## src/rtl/item_rr_arbiter_if.sv

```systemverilog
// Shared item channel between one producer and downstream consumers.
// The arbiter drives item through the producer modport.
interface myiface #(
    parameter int WIDTH = 3
);
    logic [WIDTH-1:0] item;

    modport producer (
        output item
    );

    modport consumer (
        input item
    );
endinterface

```

## src/rtl/item_rr_arbiter.sv

```systemverilog
// Round-robin arbiter that latches one requester's item onto a shared
// channel for HOLD cycles, then re-arbitrates with no bubble.
module item_rr_arbiter #(
    parameter int NREQ  = 4,
    parameter int WIDTH = 3,
    parameter int HOLD  = 2,
    localparam int IW   = $clog2(NREQ),
    localparam int CW   = (HOLD > 1) ? $clog2(HOLD) : 1
) (
    input  logic                  clk,
    input  logic                  rst_n,
    input  logic [NREQ-1:0]       req,
    input  logic [NREQ*WIDTH-1:0] req_item,
    output logic [NREQ-1:0]       ack,
    output logic                  item_valid,
    output logic [IW-1:0]         gnt_id,
    output logic                  busy,
    myiface.producer              prod
);

    typedef enum logic {
        IDLE  = 1'b0,
        GRANT = 1'b1
    } state_t;

    state_t            state_q;
    logic [IW-1:0]     ptr_q;
    logic [CW-1:0]     cnt_q;
    logic [WIDTH-1:0]  item_q;
    logic              valid_q;
    logic [NREQ-1:0]   ack_q;
    logic [IW-1:0]     gnt_q;

    logic [IW-1:0]     win_d;
    logic              found_d;
    logic [IW:0]       sum_d;
    logic [IW-1:0]     ptr_d;
    logic [WIDTH-1:0]  item_d;
    logic              last_d;
    logic              grant_d;

    // Search from ptr upward, wrapping; first requester found wins.
    always_comb begin
        win_d   = '0;
        found_d = 1'b0;
        sum_d   = '0;
        for (int k = 0; k < NREQ; k++) begin
            sum_d = {1'b0, ptr_q} + (IW+1)'(k);
            if (sum_d >= (IW+1)'(NREQ)) begin
                sum_d = sum_d - (IW+1)'(NREQ);
            end
            if (!found_d && req[sum_d[IW-1:0]]) begin
                found_d = 1'b1;
                win_d   = sum_d[IW-1:0];
            end
        end
    end

    always_comb begin
        ptr_d = (win_d == IW'(NREQ-1)) ? '0 : win_d + IW'(1);
    end

    always_comb begin
        item_d = req_item[int'(win_d)*WIDTH +: WIDTH];
    end

    always_comb begin
        last_d  = (cnt_q == CW'(HOLD-1));
        grant_d = found_d && ((state_q == IDLE) || last_d);
    end

    always_ff @(posedge clk or negedge rst_n) begin
        if (!rst_n) begin
            state_q <= IDLE;
            ptr_q   <= '0;
            cnt_q   <= '0;
            item_q  <= '0;
            valid_q <= 1'b0;
            ack_q   <= '0;
            gnt_q   <= '0;
        end else if (grant_d) begin
            state_q <= GRANT;
            ptr_q   <= ptr_d;
            cnt_q   <= '0;
            item_q  <= item_d;
            valid_q <= 1'b1;
            ack_q   <= NREQ'(1) << win_d;
            gnt_q   <= win_d;
        end else if (state_q == GRANT) begin
            ack_q <= '0;
            if (last_d) begin
                state_q <= IDLE;
                valid_q <= 1'b0;
                cnt_q   <= '0;
            end else begin
                cnt_q <= cnt_q + CW'(1);
            end
        end
    end

    assign prod.item  = item_q;
    assign item_valid = valid_q;
    assign ack        = ack_q;
    assign gnt_id     = gnt_q;
    assign busy       = (state_q != IDLE);

endmodule

```

## src/flat_wrapper.sv

```systemverilog
// flat-port wrapper written by rule: the top's interface ports become plain ports
module item_rr_arbiter_flat 
#(
    parameter int NREQ  = 4,
    parameter int WIDTH = 3,
    parameter int HOLD  = 2,
    localparam int IW   = $clog2(NREQ),
    localparam int CW   = (HOLD > 1) ? $clog2(HOLD) : 1
)
  (clk, rst_n, req, req_item, ack, item_valid, gnt_id, busy, prod_item);
  myiface #(.WIDTH(WIDTH)) prod_i ();
  input  logic clk;
  input  logic rst_n;
  input  logic [NREQ-1:0] req;
  input  logic [NREQ*WIDTH-1:0] req_item;
  output logic [NREQ-1:0] ack;
  output logic item_valid;
  output logic [IW-1:0] gnt_id;
  output logic busy;
  output wire logic [$bits(prod_i.item)-1:0] prod_item;
  assign prod_item = prod_i.item;
  item_rr_arbiter #(.NREQ(NREQ), .WIDTH(WIDTH), .HOLD(HOLD)) u_core (.clk(clk), .rst_n(rst_n), .req(req), .req_item(req_item), .ack(ack), .item_valid(item_valid), .gnt_id(gnt_id), .busy(busy), .prod(prod_i));
endmodule
```

## config.mk

```make
export PLATFORM = sky130hd
export DESIGN_NAME = item_rr_arbiter_flat
export DESIGN_NICKNAME = d
export VERILOG_FILES = /design/src/rtl/item_rr_arbiter_if.sv /design/src/rtl/item_rr_arbiter.sv /design/src/flat_wrapper.sv
export SDC_FILE = /design/constraint.sdc
export NUM_CORES = 1
export LEC_CHECK = 0
export BUFFER_PORTS_ARGS = -buffer_cell sky130_fd_sc_hd__clkbuf_2
export CORE_UTILIZATION = 50
export CTS_BUF_LIST = sky130_fd_sc_hd__clkbuf_8
export DETAILED_ROUTE_END_ITERATION = 8
export PLACE_DENSITY = 0.78
export SLEW_MARGIN = 20
export SYNTH_ARGS = -nofsm -noshare
export SYNTH_HDL_FRONTEND = slang
export SYNTH_SLANG_ARGS = --single-unit
```

## constraint.sdc

```tcl
create_clock -name clk -period 2.31 [get_ports clk]
set_input_delay 0.1155 -clock clk [delete_from_list [all_inputs] [get_ports clk]]
set_output_delay 0.1155 -clock clk [all_outputs]
set_load 0.005 [all_outputs]
```

==> impl_metrics.tcl <==
set metrics [dict create \
    die_h_um 42.5 \
    rows 14 \
    clock_skew_ps 3.80 \
    gr-usage-all-layers 0.234 \
    grt_pass1_wl_um 3160 \
    drt_wl_total_um 1790 \
    first_iter_violations 15 \
    timing.final.crit_share 0.790 \
    synth_cell_types 27 \
    rsz0062_at_grt "false" \
    cp_max_fo 6 \
    crit_type "reg -> reg" \
    worst_pin_slew_ps 644 \
    place_area_um2 975 \
    drtPass1Iterations 4 \
    fmax_mhz 548 \
    start_util 0.538 \
    critPathCaptureType "flop" \
    synth_xor_area_frac 0 \
    hp-class "in -> reg" \
    stdcell_area_mm2 0.00104 \
    num-nets-final 140 \
    grt_pass1_vias 717 \
    wl_per_cell_um 13.5 \
    synth_seq_cells 14 \
    cts_buffer_depth 2 \
    drive_above_1_share 0.342 \
    yosysSeqAreaShare 0.427 \
    clk_pin_slew_ps 60 \
    synth_fp_nets 107 \
    dp_hpwl_um 1380 \
    drcViolationCount 0 \
    holdWs_ps 170 \
    globalplace.congestion 0.890 \
    status "complete, no violations" \
    fin_crit_ps 1830 \
    finalSetupViolations 0 \
    clkSinkCount 14 \
    ctsResizeCount 0 \
    p_comb_frac 0.416 \
    gr-total-overflow 0 \
    yosysWarningCount 0 \
    viasPerCell 5.77 \
    p_int_mw 0.701 \
    antenna_found_initial 0 \
    seq_area_um2 350 \
    clk_latency_ps 250 \
    chipWidth_um 42.5 \
    die_area_mm2 0.00180 \
    ios 29 \
    multi_input_area_um2 453 \
    synth-compound-area-share 0.202 \
    ir_drop_v 0.000592 \
    mappedNetlistArea_um2 820 \
    htree_levels 1 \
    required_ps 2440 \
    core_area_mm2 0.00152 \
    n_fill_cell 114 \
    ant_nets 0 \
    final_hold_viol_count 0 \
    cts_root_buf "clkbuf_8" \
    p_switching_mw 0.402 \
    switching_share 0.364 \
    slew_headroom 0.567 \
    leakage_nw 0.504 \
    grt_max_degree 15 \
    synthToLayoutAreaGrowth_pct 26.9 \
    synthesis.instances 85 \
    slew_viol_final 0 \
    port_buffers 28 \
    fin_setup_tns_ps 0 \
    muxShareOfSynthArea 0.0779 \
    synthSimpleGateAreaFrac 0.212 \
    power.share.clock 0.219 \
    vias 767 \
    final_cell_mix "clkbuf_2 (28), dfrtp_1 (14), nand2_1 (9)" \
    final_common_cell "clkbuf_2" \
    critPathLaunchType "flop" \
    cts_tree "yes" \
    avgSynthCellArea_um2 9.64 \
    synth_top_family_by_area "simple AND/OR/NAND/NOR gates" \
    drv_cap 0 \
    yosys.area_share.adder 0.0611 \
    cp.arrival_ps 1950 \
    num_antenna_cells 0 \
    cts_buffers 3 \
    p_seq_frac 0.364 \
    p_per_area_mw_per_mm2 1060 \
]
## metrics by stage
stage          utilization  instances  setup slack (ps)  total power [mW]
2_1_floorplan            -         85               684             0.699
3_3_place_gp         0.640        128               551             0.851
3_5_place_dp         0.640        128               529             0.861
4_1_cts              0.682        133               500              1.12
5_1_grt              0.682        133               350              1.19
6_report             0.682        133               485              1.10
## cell families (layout without fill, tap and decap cells)
family	after synthesis	in the layout
AND/OR/NAND/NOR	33	33
AO/OA/AOI/OAI	24	24
flip-flops	14	14
multiplexers	6	6
adder cells (fa/ha/maj)	4	4
buffers and inverters	4	36
## area by class of cell
type | count | share of cell area
clock buffers | 4 | 0.0529
inverters | 3 | 0.0108
multi-input cells | 67 | 0.436
flip-flops and latches | 14 | 0.337
well taps | 16 | 0.0193
repair buffers | 29 | 0.144
## repair_timing
action	in CTS	in global routing
setup endpoints to repair	0	0
buffers inserted	0	0
hold buffers	1	0
hold endpoints to repair	14	0
## cells in the mapped netlist
master / n / area [um2]
nand2_2: 1 / 6.26
a22o_1: 1 / 8.76
a211o_1: 1 / 8.76
nand2b_1: 3 / 18.8
a21oi_1: 6 / 30.0
o31ai_2: 1 / 12.5
nand3_1: 6 / 30.0
nor4_2: 1 / 12.5
mux2i_1: 3 / 30.0
or3_1: 1 / 6.26
inv_1: 3 / 11.3
mux2_2: 1 / 11.3
o21ai_0: 8 / 40.0
nor2b_1: 3 / 18.8
o21a_1: 1 / 7.51
a211oi_2: 1 / 12.5
or4_1: 1 / 7.51
nor2_2: 2 / 12.5
a21o_1: 2 / 15.0
ha_1: 4 / 50.1
a221o_1: 3 / 30.0
nand2_1: 9 / 33.8
and2_4: 1 / 8.76
dfrtp_1: 14 / 350
buf_2: 1 / 5.00
nor2_1: 5 / 18.8
mux2_1: 2 / 22.5
## metal layers
layer / vias to the layer above / global-route usage / routed length, um
li1: 368 / - / -
met1: 359 / 0.275 / 753
met2: 33 / 0.403 / 909
met3: 7 / 0.0345 / 78
met4: 0 / 0.131 / 49
met5: - / 0 / 0
## state kept, by name (all words and copies together) (netlist names)
| name | count |
|---|---|
| u_core.ack | 4 |
| u_core.gnt_id | 2 |
| u_core.prod.item | 3 |
| u_core.cnt_q | 1 |
| u_core.busy | 1 |
| u_core.ptr_q | 2 |
| u_core.item_valid | 1 |
## power groups by stage
stage | combinational, mW | sequential [mW] | clock, mW
final | 0.459 | 0.402 | 0.242
after global routing | 0.513 | 0.419 | 0.257
after CTS | 0.463 | 0.402 | 0.251
after detailed placement | 0.453 | 0.408 | 0
after global placement | 0.445 | 0.406 | 0
after floorplan | 0.296 | 0.404 | 0
## critical path, stage by stage, from the launching register on
cell,delay [ps]
dfrtp_1,390
nor2b_1,240
a211oi_2,100
nor2_2,300
mux2_1,360
a221o_1,320
## final timing paths
check	startpoint	end	slack, ps	cells past startpoint
worst max-delay path	u_core.ptr_q[0]	u_core.prod.item[2]	480	5
worst min-delay path	req[2]	u_core.busy	170	3
worst max register to register	u_core.ptr_q[0]	u_core.prod.item[2]	480	5
worst min register to register	u_core.gnt_id[1]	u_core.gnt_id[1]	480	2
max in group asynchronous	rst_n	u_core.gnt_id[1]	1750	2
min in group asynchronous	rst_n	u_core.cnt_q	300	2
(Power assumes the default switching activity.)
